[src/rtl/muldiv_unit.sv]
// muldiv_unit: multi-cycle unsigned multiply / divide engine.
// Shift-add multiply and restoring divide, one radix-2 step per clock.
// Operands are latched when a start is accepted. The 2*WIDTH result is
// registered and announced by a one-cycle done strobe.
module muldiv_unit #(
  parameter int          WIDTH  = 32,
  parameter logic [3:0]  MUL_OP = 4'h2,
  parameter logic [3:0]  DIV_OP = 4'h3
) (
  input  logic             clk,
  input  logic             rst,
  input  logic             start,
  input  logic [3:0]       aluop,
  input  logic [WIDTH-1:0] a,
  input  logic [WIDTH-1:0] b,
  output logic             busy,
  output logic             done,
  output logic [WIDTH-1:0] result_lo,
  output logic [WIDTH-1:0] result_hi,
  output logic             div_by_zero
);

  localparam int            CW       = $clog2(WIDTH + 1);
  localparam logic [CW-1:0] CNT_LOAD = CW'(WIDTH);
  localparam logic [CW-1:0] CNT_ONE  = CW'(1);

  typedef enum logic [1:0] {
    S_IDLE = 2'd0,
    S_MUL  = 2'd1,
    S_DIV  = 2'd2,
    S_DONE = 2'd3
  } state_t;

  state_t             state_q, state_d;
  logic [CW-1:0]      cnt_q, cnt_d;
  logic [WIDTH-1:0]   opa_q, opa_d;       // multiplicand, or dividend shifting into quotient
  logic [WIDTH-1:0]   opb_q, opb_d;       // divisor
  logic [2*WIDTH-1:0] acc_q, acc_d;       // product accumulator; low half starts as multiplier
  logic [WIDTH:0]     rem_q, rem_d;       // partial remainder
  logic [WIDTH-1:0]   res_lo_q, res_lo_d;
  logic [WIDTH-1:0]   res_hi_q, res_hi_d;
  logic               dbz_q, dbz_d;

  logic               is_mul_s;
  logic               is_div_s;
  logic               can_accept_s;
  logic               accept_s;
  logic               b_zero_s;
  logic               last_s;

  logic [WIDTH:0]     mul_sum_s;
  logic [2*WIDTH-1:0] mul_acc_s;
  logic [WIDTH:0]     div_shift_s;
  logic [WIDTH:0]     div_diff_s;
  logic               div_neg_s;
  logic [WIDTH:0]     div_rem_s;
  logic [WIDTH-1:0]   div_quo_s;

  assign is_mul_s     = (aluop == MUL_OP);
  assign is_div_s     = (aluop == DIV_OP);
  assign can_accept_s = (state_q == S_IDLE) || (state_q == S_DONE);
  assign accept_s     = start && can_accept_s && (is_mul_s || is_div_s);
  assign b_zero_s     = (b == {WIDTH{1'b0}});
  assign last_s       = (cnt_q == CNT_ONE);

  // Multiply step: add multiplicand to the upper half when the multiplier
  // LSB (acc_q[0]) is set, then shift the whole accumulator right by one.
  assign mul_sum_s = {1'b0, acc_q[2*WIDTH-1:WIDTH]}
                   + (acc_q[0] ? {1'b0, opa_q} : {(WIDTH+1){1'b0}});
  assign mul_acc_s = {mul_sum_s, acc_q[WIDTH-1:1]};

  // Divide step: shift in the next dividend MSB, trial-subtract the divisor,
  // keep the shifted value when the difference is negative.
  assign div_shift_s = (rem_q << 1) | {{WIDTH{1'b0}}, opa_q[WIDTH-1]};
  assign div_diff_s  = div_shift_s - {1'b0, opb_q};
  assign div_neg_s   = div_diff_s[WIDTH];
  assign div_rem_s   = div_neg_s ? div_shift_s : div_diff_s;
  assign div_quo_s   = {opa_q[WIDTH-2:0], ~div_neg_s};

  // State register.
  always_ff @(posedge clk or posedge rst) begin
    if (rst) begin
      state_q <= S_IDLE;
    end else begin
      state_q <= state_d;
    end
  end

  // Next-state logic.
  always_comb begin
    state_d = state_q;
    case (state_q)
      S_IDLE, S_DONE: begin
        if (accept_s) begin
          if (is_div_s && b_zero_s) begin
            state_d = S_DONE;
          end else if (is_mul_s) begin
            state_d = S_MUL;
          end else begin
            state_d = S_DIV;
          end
        end else begin
          state_d = S_IDLE;
        end
      end
      S_MUL: begin
        if (last_s) begin
          state_d = S_DONE;
        end else begin
          state_d = S_MUL;
        end
      end
      S_DIV: begin
        if (last_s) begin
          state_d = S_DONE;
        end else begin
          state_d = S_DIV;
        end
      end
      default: state_d = S_IDLE;
    endcase
  end

  // Output decode: busy while iterating, done only in the completion state.
  always_comb begin
    busy = 1'b0;
    done = 1'b0;
    case (state_q)
      S_MUL:   busy = 1'b1;
      S_DIV:   busy = 1'b1;
      S_DONE:  done = 1'b1;
      default: begin
        busy = 1'b0;
        done = 1'b0;
      end
    endcase
  end

  // Datapath next values: latch on accept, iterate, capture results on the last step.
  always_comb begin
    cnt_d    = cnt_q;
    opa_d    = opa_q;
    opb_d    = opb_q;
    acc_d    = acc_q;
    rem_d    = rem_q;
    res_lo_d = res_lo_q;
    res_hi_d = res_hi_q;
    dbz_d    = dbz_q;
    case (state_q)
      S_IDLE, S_DONE: begin
        if (accept_s) begin
          opa_d = a;
          opb_d = b;
          cnt_d = CNT_LOAD;
          acc_d = {{WIDTH{1'b0}}, b};
          rem_d = {(WIDTH+1){1'b0}};
          if (is_div_s && b_zero_s) begin
            res_lo_d = {WIDTH{1'b1}};
            res_hi_d = a;
            dbz_d    = 1'b1;
          end else begin
            dbz_d    = dbz_q;
          end
        end else begin
          cnt_d = cnt_q;
        end
      end
      S_MUL: begin
        acc_d = mul_acc_s;
        cnt_d = cnt_q - CNT_ONE;
        if (last_s) begin
          res_lo_d = mul_acc_s[WIDTH-1:0];
          res_hi_d = mul_acc_s[2*WIDTH-1:WIDTH];
          dbz_d    = 1'b0;
        end else begin
          dbz_d    = dbz_q;
        end
      end
      S_DIV: begin
        rem_d = div_rem_s;
        opa_d = div_quo_s;
        cnt_d = cnt_q - CNT_ONE;
        if (last_s) begin
          res_lo_d = div_quo_s;
          res_hi_d = div_rem_s[WIDTH-1:0];
          dbz_d    = 1'b0;
        end else begin
          dbz_d    = dbz_q;
        end
      end
      default: begin
        cnt_d = {CW{1'b0}};
      end
    endcase
  end

  // Datapath and result registers; reset aborts any operation in flight.
  always_ff @(posedge clk or posedge rst) begin
    if (rst) begin
      cnt_q    <= {CW{1'b0}};
      opa_q    <= {WIDTH{1'b0}};
      opb_q    <= {WIDTH{1'b0}};
      acc_q    <= {(2*WIDTH){1'b0}};
      rem_q    <= {(WIDTH+1){1'b0}};
      res_lo_q <= {WIDTH{1'b0}};
      res_hi_q <= {WIDTH{1'b0}};
      dbz_q    <= 1'b0;
    end else begin
      cnt_q    <= cnt_d;
      opa_q    <= opa_d;
      opb_q    <= opb_d;
      acc_q    <= acc_d;
      rem_q    <= rem_d;
      res_lo_q <= res_lo_d;
      res_hi_q <= res_hi_d;
      dbz_q    <= dbz_d;
    end
  end

  assign result_lo   = res_lo_q;
  assign result_hi   = res_hi_q;
  assign div_by_zero = dbz_q;

endmodule

[config.mk]
export PLATFORM = sky130hd
export DESIGN_NAME = muldiv_unit
export DESIGN_NICKNAME = d
export VERILOG_FILES = /design/src/rtl/muldiv_unit.sv
export SDC_FILE = /design/constraint.sdc
export NUM_CORES = 1
export LEC_CHECK = 0
export CAP_MARGIN = 20
export CELL_PAD_IN_SITES_DETAIL_PLACEMENT = 0
export CELL_PAD_IN_SITES_GLOBAL_PLACEMENT = 1
export CORE_MARGIN = 2
export CORE_UTILIZATION = 40
export CTS_BUF_LIST = sky130_fd_sc_hd__clkbuf_8 sky130_fd_sc_hd__clkbuf_16
export DETAILED_ROUTE_END_ITERATION = 7
export PLACE_DENSITY_LB_ADDON = 0.1
export RECOVER_POWER = 50
export SYNTH_ARGS = -nofsm -noshare
export SYNTH_HDL_FRONTEND = slang
export SYNTH_SLANG_ARGS = --single-unit
export TNS_END_PERCENT = 5
[constraint.sdc]
create_clock -name clk -period 9.35 [get_ports clk]
set_input_delay 1.87 -clock clk [delete_from_list [all_inputs] [get_ports clk]]
set_output_delay 1.87 -clock clk [all_outputs]
set_load 0.01 [all_outputs]
## Word level (Yosys, flattened, before mapping)

Cells that the tools add are included.

- Add/subtract/negate cells: 3
- Equal/unequal tests: 11
- Multiplexer cells: 32
- Bitwise gates (word level): 2
- Reduce and logical (&&, ||, !) cells: 16

Operator list:

| cell | count |
|---|---|
| $mux 32 | 12 |
| $pmux 32 s3 | 2 |
| $pmux 32 s2 | 2 |
| $pmux 64 s2 | 1 |
| $mux 64 | 1 |
| $add 32x32->33 | 1 |
| $or 33x1->33 | 1 |
| $sub 33x32->33 | 1 |
| $logic_not 32->1 | 1 |
| $pmux 6 s2 | 1 |
| $eq 4x2->1 const B | 2 |
| $mux 2 | 4 |
| $ne 2x2->1 const B | 4 |
| $eq 6x1->1 const B | 1 |
| $mux 1 | 6 |
| $mux 6 | 1 |
| $pmux 2 s3 | 1 |
| $reduce_and 2->1 | 3 |
| $sub 6x1->6 const B | 1 |
| $eq 2x2->1 const B | 2 |
| $reduce_and 4->1 | 1 |
| $reduce_bool 2->1 | 2 |
| $reduce_or 2->1 | 2 |
| $logic_and 1x1->1 | 3 |
| 7 further kinds | 8 |

- Register bits after elaboration: 233
- Bits of input ports: 71
- Logic and storage cells: 73

## Depth between registers and ports, before layout

Gate-level depths: netlist of the first run.

- Depth after elaboration: 6
- Mapped depth: 14

## Worst setup path after synthesis of the first run

Ideal clock, no wire load.

- Path type: input -> register
- From: input aluop[3]
- To: register res_hi_q[21], in the netlist result_hi[21]
- Library setup time: 139 ps
- Arrival time: 3545 ps
- Required time: 9211 ps
- Slack: 5666 ps
- Stages: 10
- Path through: nor3b_1 and3_1 clkbuf_1 nand3_1 nor3_1 buf_2 nor2_1 buf_2 a221oi_1 a22oi_1

- Word-level cells in the longest chain between the ends: 5
- Elaborated cells on any way between the ends: 8

RTL lines:

| item | line | source |
|---|---|---|
| from (decl) | 13 | `input logic [3:0] aluop,` |
| $eq 4x2->1, on equally long branches | 59, 60 |  |
| $logic_or 1x1->1 | 62 | `assign accept_s = start && can_accept_s && (is_mul_s \|\| is_div_s);` |
| $logic_and 1x1->1 | 62 |  |
| $ne 2x2->1 (no source line) | - |  |
| $reduce_and 4->1 (no source line) * | - |  |
| to (signal assigned) | 206 | `res_hi_q <= {WIDTH{1'b0}};` |
| to (signal assigned) | 215 | `res_hi_q <= res_hi_d;` |
| to (decl) | 41 | `logic [WIDTH-1:0] res_hi_q, res_hi_d;` |

Every way passes the cells marked *; elsewhere a longest branch is shown, timed or not.
A chain may end at the register's enable or synchronous reset.

## Worst setup path after layout of the first run

- From: input aluop[1]
- To: register res_hi_q[7], in the netlist result_hi[7]

Same word-level chain as after synthesis.

==> results of run 1 <==
==> logic make-up (layout without fill, tap and decap cells) <==
| logic type | count (synthesis) | count (layout) | share of synthesized area (%) |
|---|---|---|---|
| AO/OA/AOI/OAI | 502 | 502 | 22.4 |
| flip-flops | 233 | 233 | 39.9 |
| other | 0 | 1 | 0 |
| AND/OR/NAND/NOR | 570 | 570 | 17.7 |
| multiplexers | 93 | 93 | 6.81 |
| buffers and inverters | 164 | 267 | 4.63 |
| XOR/XNOR | 42 | 42 | 2.51 |
| adder cells (fa/ha/maj) | 71 | 71 | 6.18 |
==> through the flow <==
stage          hold slack (ns)  setup WS [ns]
2_1_floorplan            0.445           1.09
3_5_place_dp             0.463           3.86
5_1_grt                  0.503           2.33
4_1_cts                  0.477           4.45
3_3_place_gp             0.459           3.86
6_report                 0.475           2.62
==> report_power, final <==
group | total [mW] | internal (mW) | leakage [nW] | switching (mW)
clock network | 1.22 | 0.758 | 0.538 | 0.463
logic | 0.0696 | 0.0296 | 4.76 | 0.0400
registers | 1.01 | 1.01 | 3.05 | 0
==> worst register-to-register path, cell delays in order, from the launching register on <==
cell	delay [ns]
dfrtp_1	0.42
inv_1	0.10
ha_4	0.68
and3_2	0.32
clkbuf_1	2.01
nand3_1	0.35
nor3_2	0.21
buf_4	0.47
nor2_4	0.04
buf_4	0.31
or3_1	0.38
o21ai_0	0.08
a31oi_1	0.06
==> per-layer routing <==
metal  share of wire [%]  up-vias  global-route usage (%)
li1                    -     6187                       -
met1                  48     6401                    38.5
met2                  44      339                    39.7
met3                 5.4       62                    4.08
met4                 2.6        0                    7.04
met5                   0        -                       0
==> flip-flops by register name, summed over array words and instances, names as in the netlist <==
name and flops:
rem_q 32, result_lo 32, opa_q 32, opb_q 32, div_by_zero 1, acc_q 64
state_q 2, cnt_q 6, result_hi 32
==> worst max-delay path by stage <==
stage                   from       endpoint  cells past startpoint  slack (ns)
global placement    aluop[1]  result_hi[19]                     12        3.86
finish              aluop[1]   result_hi[7]                     12        2.62
CTS                 aluop[1]  result_hi[19]                     12        4.45
floorplan                rst       acc_q[0]                      1        1.09
global route        aluop[1]  result_hi[19]                     12        2.33
detailed placement  aluop[1]   result_hi[7]                     12        3.86
==> cell usage after synthesis, drive strengths merged, types with 5 or more instances <==
library cell / n / area share, %
a211oi: 12 / 0.68
a21o: 35 / 1.8
a21oi: 90 / 3.2
a221oi: 47 / 3.4
a22oi: 6 / 0.31
a31oi: 18 / 0.92
and2: 40 / 1.7
and3: 11 / 0.47
and4: 6 / 0.36
buf: 25 / 1.1
clkbuf: 78 / 2.0
dfrtp: 233 / 40
ha: 69 / 5.9
inv: 60 / 1.5
mux2: 16 / 1.5
mux2i: 77 / 5.3
nand2: 284 / 7.4
nand3: 46 / 1.6
nand4: 12 / 0.56
nor2: 82 / 2.1
nor2b: 6 / 0.26
nor3: 48 / 1.6
nor4: 12 / 0.51
o211ai: 11 / 0.56
o21a: 15 / 0.77
o21ai: 206 / 7.1
o31a: 5 / 0.30
o31ai: 13 / 0.70
or3: 6 / 0.26
xnor2: 32 / 1.9
xor2: 10 / 0.60
==> layout make-up <==
| cell class | instances | area, µm² | share of cell area, % |
|---|---|---|---|
| Clock buffer | 40 | 877 | 5.04 |
| Antenna cell | 1 | 2.50 | 0.0144 |
| Timing Repair Buffer | 153 | 1500 | 8.62 |
| Tap cell | 468 | 586 | 3.37 |
| Inverter | 61 | 236 | 1.36 |
| Clock inverter | 13 | 165 | 0.949 |
| Multi-Input combinational cell | 1278 | 8200 | 47.1 |
| Sequential cell | 233 | 5830 | 33.5 |
==> impl_metrics.ini, run 1 <==
[logic_synthesis]
yosysUniqueCellTypes = 84
share_of_synthesized_area_occupied_by_flip_flops_and_latches_pct = 39.9
number_of_flops_mapped_to_enable_cells_by_yosys = 0
synthCells = 1675
synth_warnings = 0
mappedNetlistArea_mm2 = 0.0146
syn_nets = 1817
synthesized_area_divided_by_synthesized_cell_count_um2 = 8.73
postSynthRegisterBits = 233
synthFlopType = dfrtp_1
synthArstFlopShare_pct = 100

[floorplan]
io-pin-count = 138
rows = 70
full_die_area_mm2 = 0.0381
floorplan.initialDensity_pct = 40.2
die_height_um = 195
fp.dieW_um = 195
design.core.area_mm2 = 0.0363

[final_layout]
number_of_filler_cells_placed_in_the_layout = 3479
final_core_util_pct = 47.9
highest_count_cells_in_the_layout_ignoring_fill_and_taps = 282 x nand2_1, 233 x dfrtp_1, 185 x o21ai_0, 85 x a21oi_1, 80 x nor2_1
finalNonFillerCells = 2247
drive_above_1_share_pct = 6.81
final_nets = 1898
fin_area_mm2 = 0.0174
most_common_cell_after_layout_fill_and_taps_aside = nand2_1
area_growth_from_synthesis_to_layout_pct = 18.9

[timing]
totalNegativeSetupSlack_ns = 0
timing_hold_violations_final = 0
worst_slew_margin_rel_pct = -102
timing.clock.skew_ns = 0.0253
tightest_slew_ns = 3.03
finalSetupViolCount = 0
max_freq_mhz = 149
fin_crit_sh_pct = 71.9
final_number_of_max_transition_violations = 123
unrepaired_setup_endpoints_after_global_routing = no
final.min_clock_period_ns = 6.73

[job]
drv.max_cap_violation_count = 2

[worst_setup_path]
cp_data_arrival_time_ns = 7.12
worst-path-buf-inv = 4
ff2ff_setup_slack_ns = 3.76
rr_worst_depth = 12
critPathTopFamily = buffers and inverters
timing.critical_path.cells = dlygate4sd3_1 -> nor3b_1 -> and3_2 -> clkbuf_1 -> nand3_1 -> nor3_2 -> buf_4 -> nor2_4 -> buf_4 -> or3_1 -> o21ai_0 -> a31oi_1
critPathMostFrequentCell = buf_4
req_time_crit_path_ns = 9.74
critical_path.reg2reg.endpoint = result_hi[7]
critical-path-max-stage-delay_ns = 2.01
slowest_stage = clkbuf_1
rr_startpoint = state_q[0]
cp_max_fo = 68
timing.critical_path.from_type = input port
worst-setup-path-type = in -> reg
critical_path.endpoint_type = flip-flop

[min_path]
holdCritPathClass = reg -> reg
whs_endpoint = acc_q[46]
holdCritStartpoint = acc_q[46]
worstHoldPathCells = 2

[detailed_routing]
routed_wirelength_um = 50000
detail_route.iter0.violations = 824
route.detailed.drc = 0
viasPerCell = 5.78
wl_per_cell_um = 22.2
route.antenna.remaining_nets = 0
dr_total_vias = 13000
drt_first_pass_iters = 6

[place]
dp_hpwl_um = 35900
gp_routability_congestion = 0.873
post_dp_cell_area_mm2 = 0.0163
placed_cells = 2192
buffer_ports.inserted = 137

[global_routing]
first_global_vias = 12400
grt_max_degree = 127
grt_antenna_before_repair = 0
grt_pass1_wl_um = 76600
overflow = 0
gr-usage-all-layers_pct = 26.1

[clock_tree]
cts.reportedPaths.clkPinSlew_ns = 0.06
post-cts-setup-buffer-count = 0
htreeDepth = 1
cts_inserted_buffers = 29
worstSkewPairLatency_ns = 0.58
clk_root_buffer_cell = clkbuf_16
cts_resized = 0
tritoncts_num_sinks = 233
cts_tree = done
postCtsHoldBufs = 0
clk_buf_depth = 3

[run_status]
outcome = complete, but fails checks
failed_checks = capacitance limit, slew limit

[pwr]
power_density_mw_per_mm2 = 132
power.static_leakage_nw = 8.34
total_power_mw = 2.30
irDropWorstVdd_mv = 0.110
Note: power is estimated with default switching activity, not from simulation.
==> run 2: changes to the inputs <==
==> constraint.sdc (replaced) <==
create_clock -name clk -period 5.5 [get_ports clk]
set_input_delay 1.1 -clock clk [delete_from_list [all_inputs] [get_ports clk]]
set_output_delay 1.1 -clock clk [all_outputs]
set_load 0.01 [all_outputs]
==> run 2 against run 1 <==
  * The run still ends with capacitance limit, slew limit left
  * Via count fell by 0.55%
  * First-iteration DRC count rose by 23%
  * Utilization fell by 0.26 points
  * Global-route usage rose by 0.35 points
==> impl_metrics.ini, run 2 (same netlist as run 1, synthesis figures left out) <==
[worst_setup_path]
cp_data_arrival_time_ns = 4.68
critical_path.reg2reg.endpoint = result_hi[25]
worst-setup-path-type = reg -> reg
req_time_crit_path_ns = 5.90
rr_startpoint = acc_q[0]
critical_path.endpoint_type = flip-flop
cp_max_fo = 24
rr_worst_depth = 12
ff2ff_setup_slack_ns = 1.22
timing.critical_path.from_type = flip-flop

[clock_tree]
cts_resized = 0
clk_buf_depth = 3
htreeDepth = 1
cts.reportedPaths.clkPinSlew_ns = 0.06
postCtsHoldBufs = 0
cts_tree = done
cts_inserted_buffers = 29
post-cts-setup-buffer-count = 0
tritoncts_num_sinks = 233
worstSkewPairLatency_ns = 0.57
clk_root_buffer_cell = clkbuf_16

[detailed_routing]
wl_per_cell_um = 22.6
viasPerCell = 5.75
routed_wirelength_um = 50700
route.detailed.drc = 0
dr_total_vias = 12900
detail_route.iter0.violations = 1015
route.antenna.remaining_nets = 0
drt_first_pass_iters = 5

[floorplan]
rows = 70
full_die_area_mm2 = 0.0381
design.core.area_mm2 = 0.0363
floorplan.initialDensity_pct = 40.2
fp.dieW_um = 195
io-pin-count = 138
die_height_um = 195

[timing]
final_number_of_max_transition_violations = 28
worst_slew_margin_rel_pct = -3.70
worst_slack_ns = 1.22
final.min_clock_period_ns = 4.28
totalNegativeSetupSlack_ns = 0
tightest_slew_ns = 1.55
unrepaired_setup_endpoints_after_global_routing = no
max_freq_mhz = 234
fin_crit_sh_pct = 77.8
timing.clock.skew_ns = 0.0313
timing_hold_violations_final = 0
finalSetupViolCount = 0

[min_path]
holdCritStartpoint = acc_q[55]
holdCritPathClass = reg -> reg
worstHoldPathCells = 2
whs_endpoint = acc_q[55]

[place]
buffer_ports.inserted = 137
place_ws_ns = 1.04
dp_hpwl_um = 37100
gp_routability_congestion = 0.879
post_dp_cell_area_mm2 = 0.0164

[global_routing]
grt_antenna_before_repair = 1
grt_max_degree = 112
overflow = 0
grt_pass1_wl_um = 77100
first_global_vias = 12300
gr-usage-all-layers_pct = 26.5

[job]
drv.max_cap_violation_count = 1

[pwr]
irDropWorstVdd_mv = 0.201
power_density_mw_per_mm2 = 214
power.static_leakage_nw = 8.21

[final_layout]
registers.top_by_ff_count = acc_q
final_core_util_pct = 47.6
highest_count_cells_in_the_layout_ignoring_fill_and_taps = 282 x nand2_1, 233 x dfrtp_1, 185 x o21ai_0, 104 x clkdlybuf4s50_1, 85 x a21oi_1
largest_register_ff_count = 64
drive_above_1_share_pct = 7.03
final_nets = 1902
most_common_cell_after_layout_fill_and_taps_aside = nand2_1
fin_area_mm2 = 0.0173
area_growth_from_synthesis_to_layout_pct = 18.3

[run_status]
failed_checks = capacitance limit, slew limit
outcome = complete, but fails checks
[run 2: cell types whose count changed in the layout (fill, tap and decap cells not counted), moves of 2 or more]
cell / delta
clkbuf_1: -2
clkdlybuf4s50_1: +33
dlygate4sd3_1: -33
clkinv_2: +3
buf_4: +5
bufinv_16: -4
inv_1: -2
[run 2: layout make-up]
| cell class | instances | area, µm² |
|---|---|---|
| Fill cell | 3552 | 19000 |
| Multi-Input combinational cell | 1278 | 8200 |
| Sequential cell | 233 | 5830 |
| Timing Repair Buffer | 157 | 1530 |
| Clock buffer | 41 | 891 |
| Tap cell | 468 | 586 |
| Inverter | 61 | 230 |
| Clock inverter | 8 | 35.0 |
| Antenna cell | 1 | 2.50 |
[run 2: layer usage]
layer  global-route usage, %  routed length, µm  vias up  share of wire, %
li1                        -                  -     6205                 -
met1                    39.1              24300     6320                48
met2                    40.2              22200      332                44
met3                    4.49               2930       61               5.8
met4                    6.47               1240        0               2.5
met5                       0                  0        -                 0
[run 2: worst max path at each step]
stage / slack (ns) / to / from
global route: 0.92 / result_hi[25] / acc_q[0]
finish: 1.22 / result_hi[25] / acc_q[0]
global placement: 1.07 / result_hi[19] / b[12]
detailed placement: 1.04 / result_hi[7] / b[12]
CTS: 1.21 / result_hi[29] / state_q[1]
floorplan: 1.35 / acc_q[0] / rst
[run 2: through the flow]
stage	power, mW	instances	hold WS (ns)
finish	3.71	2247	0.478
global route	3.82	2247	0.495
CTS	3.74	2246	0.482
detailed placement	1.87	2197	0.468
global placement	1.87	2197	0.459
floorplan	1.78	1675	0.445
[run 2: where the power goes]
group | switching [mW] | internal (mW) | total, mW
Clock | 0.769 | 1.11 | 1.88
Combinational | 0.0664 | 0.0518 | 0.118
Sequential | 0 | 1.71 | 1.71
Total | 0.835 | 2.87 | 3.71
[run 2: critical path, cell delays in order, from the launching register on]
cell,delay (ns)
dfrtp_1,0.51
buf_4,0.32
nand2_1,0.14
fa_1,0.45
and2b_1,0.24
o31ai_2,0.10
a211o_1,0.31
a2111oi_2,0.52
o31ai_1,0.21
a2111oi_0,0.66
o21ai_0,0.25
a31oi_1,0.30
a22oi_1,0.11
==> run 3: changes to the inputs <==
==> constraint.sdc (replaced) <==
create_clock -name clk -period 3.8 [get_ports clk]
set_input_delay 0.76 -clock clk [delete_from_list [all_inputs] [get_ports clk]]
set_output_delay 0.76 -clock clk [all_outputs]
set_load 0.01 [all_outputs]
==> run 3 against run 2 <==
  * Global-route usage rose by 0.21 points
  * Combinational power increased by 45%
  * Largest power group unchanged
  * Register-to-register slack worse by 1.0 ns
  * Clock-buffer cell count fell by 3
  * Hold slack about the same
  * Die area unchanged
  * Cell count rose by 1.7%
  * The run still ends with capacitance limit, slew limit left
  * Via count grew 1.8%
==> impl_metrics.ini, run 3 (same netlist as run 1, synthesis figures left out) <==
[run_status]
outcome = complete, but fails checks
failed_checks = capacitance limit, slew limit

[clock_tree]
tritoncts_num_sinks = 233
postCtsHoldBufs = 0
cts.reportedPaths.clkPinSlew_ns = 0.06
post-cts-setup-buffer-count = 0
htreeDepth = 1
clk_root_buffer_cell = clkbuf_16
clk_buf_depth = 3
worstSkewPairLatency_ns = 0.57
cts_tree = done
cts_inserted_buffers = 28

[final_layout]
area_growth_from_synthesis_to_layout_pct = 20.8
final_core_util_pct = 48.6
number_of_filler_cells_placed_in_the_layout = 3473
highest_count_cells_in_the_layout_ignoring_fill_and_taps = 282 x nand2_1, 233 x dfrtp_1, 184 x o21ai_0, 120 x clkdlybuf4s50_1, 84 x a21oi_1
registers.top_by_ff_count = acc_q
final_nets = 1938
largest_register_ff_count = 64
drive_above_1_share_pct = 8.70
most_common_cell_after_layout_fill_and_taps_aside = nand2_1

[global_routing]
overflow = 0
grt_max_degree = 77
grt_antenna_before_repair = 0
grt_pass1_wl_um = 78100
first_global_vias = 12500
gr-usage-all-layers_pct = 26.7

[min_path]
holdCritStartpoint = acc_q[34]
holdCritPathClass = reg -> reg

[place]
buffer_ports.inserted = 137
dp_hpwl_um = 37800
gp_routability_congestion = 0.915
place_ws_ns = -0.0781

[worst_setup_path]
timing.critical_path.from_type = flip-flop
rr_startpoint = acc_q[0]
slowest_stage = dfrtp_1
worst-setup-path-type = reg -> reg
critical-path-max-stage-delay_ns = 0.37
rr_worst_depth = 12
critical_path.reg2reg.endpoint = acc_q[60]
ff2ff_setup_slack_ns = 0.21
crit_path_start = acc_q[0]
worst-path-buf-inv = 1
req_time_crit_path_ns = 4.25
cp_data_arrival_time_ns = 4.04
critical_path.endpoint_type = flip-flop
worstSetupEndpoint = acc_q[60]
timing.critical_path.cells = buf_4 -> and2_1 -> ha_1 -> a21o_1 -> a221o_1 -> or2_2 -> o21ai_1 -> a31oi_1 -> a21oi_2 -> mux2i_1 -> o311ai_1 -> mux2_2
cp_max_fo = 17
critical_path_depth = 12
critPathTopFamily = compound AO/OA/AOI/OAI gates

[timing]
final.min_clock_period_ns = 3.59
unrepaired_setup_endpoints_after_global_routing = no
worst_slack_ns = 0.213
max_freq_mhz = 279
fin_crit_sh_pct = 94.4
worst_slew_margin_rel_pct = -27.8
timing_hold_violations_final = 0
finalSetupViolCount = 0
final_number_of_max_transition_violations = 205
final.hold.worst_slack_ns = 0.478
timing.clock.skew_ns = 0.0107
tightest_slew_ns = 1.92

[pwr]
power.static_leakage_nw = 8.37
irDropWorstVdd_mv = 0.370
total_power_mw = 5.44
power_density_mw_per_mm2 = 308

[detailed_routing]
route.detailed.drc = 0
viasPerCell = 5.75
wl_per_cell_um = 22.3
drt_first_pass_iters = 5
route.antenna.remaining_nets = 0
routed_wirelength_um = 51000
detail_route.iter0.violations = 1021
dr_total_vias = 13200

[job]
drv.max_cap_violation_count = 3

[floorplan]
floorplan.initialDensity_pct = 40.2
io-pin-count = 138
design.core.area_mm2 = 0.0363
die_height_um = 195
rows = 70
fp.dieW_um = 195
full_die_area_mm2 = 0.0381
[run 3: worst min path at each step]
stage           endpoint  slack (ns)  cells past startpoint
2_1_floorplan  acc_q[34]        0.45                      2
3_3_place_gp   acc_q[61]        0.46                      2
3_5_place_dp   acc_q[49]        0.46                      2
4_1_cts        acc_q[49]        0.48                      2
5_1_grt        acc_q[34]        0.50                      2
6_report       acc_q[34]        0.48                      2
[run 3: stage by stage]
stage               std cells  area (µm²)  setup TNS [ns]
floorplan                1675       14600           -2.31
global placement         2234       16800          -0.111
detailed placement       2234       16800          -0.240
CTS                      2284       17700               0
global route             2284       17700               0
finish                   2285       17700               0
[run 3: cell type report]
cell class	count	area, µm²	share of cell area, %
multi-input combinational	1278	8220	46.5
clock inverter	12	103	0.580
tap	468	586	3.31
timing repair buffer	194	1860	10.5
antenna	1	2.50	0.0142
clock buffer	38	850	4.81
sequential	233	5830	33.0
inverter	61	230	1.30
[run 3: timing repair]
| action | in CTS | in global routing |
|---|---|---|
| endpoints found under the setup margin | 0 | 12 |
| resized for setup | 0 | 5 |
| endpoints found under the hold margin | 0 | 0 |
[run 3: routing by layer]
metal	GRT usage, %	share of wire (%)
met2	38.1	42
met4	6.11	2.4
met1	42.0	49
met3	3.92	6.2
met5	0	0
[run 3: worst register-to-register path, delay by kind of cell, from the launching register on]
| kind | cells | cell delay [ns] |
|---|---|---|
| simple gates | 2 | 0.47 |
| compound gates | 6 | 1.55 |
| mux | 2 | 0.52 |
| flops | 1 | 0.37 |
| fa+ha+maj | 1 | 0.35 |
| buf+inv | 1 | 0.20 |
[run 3: where the power goes]
group | switching, mW | internal, mW
clock | 1.11 | 1.68
combinational | 0.0964 | 0.0745
sequential | 0 | 2.48
total | 1.21 | 4.23
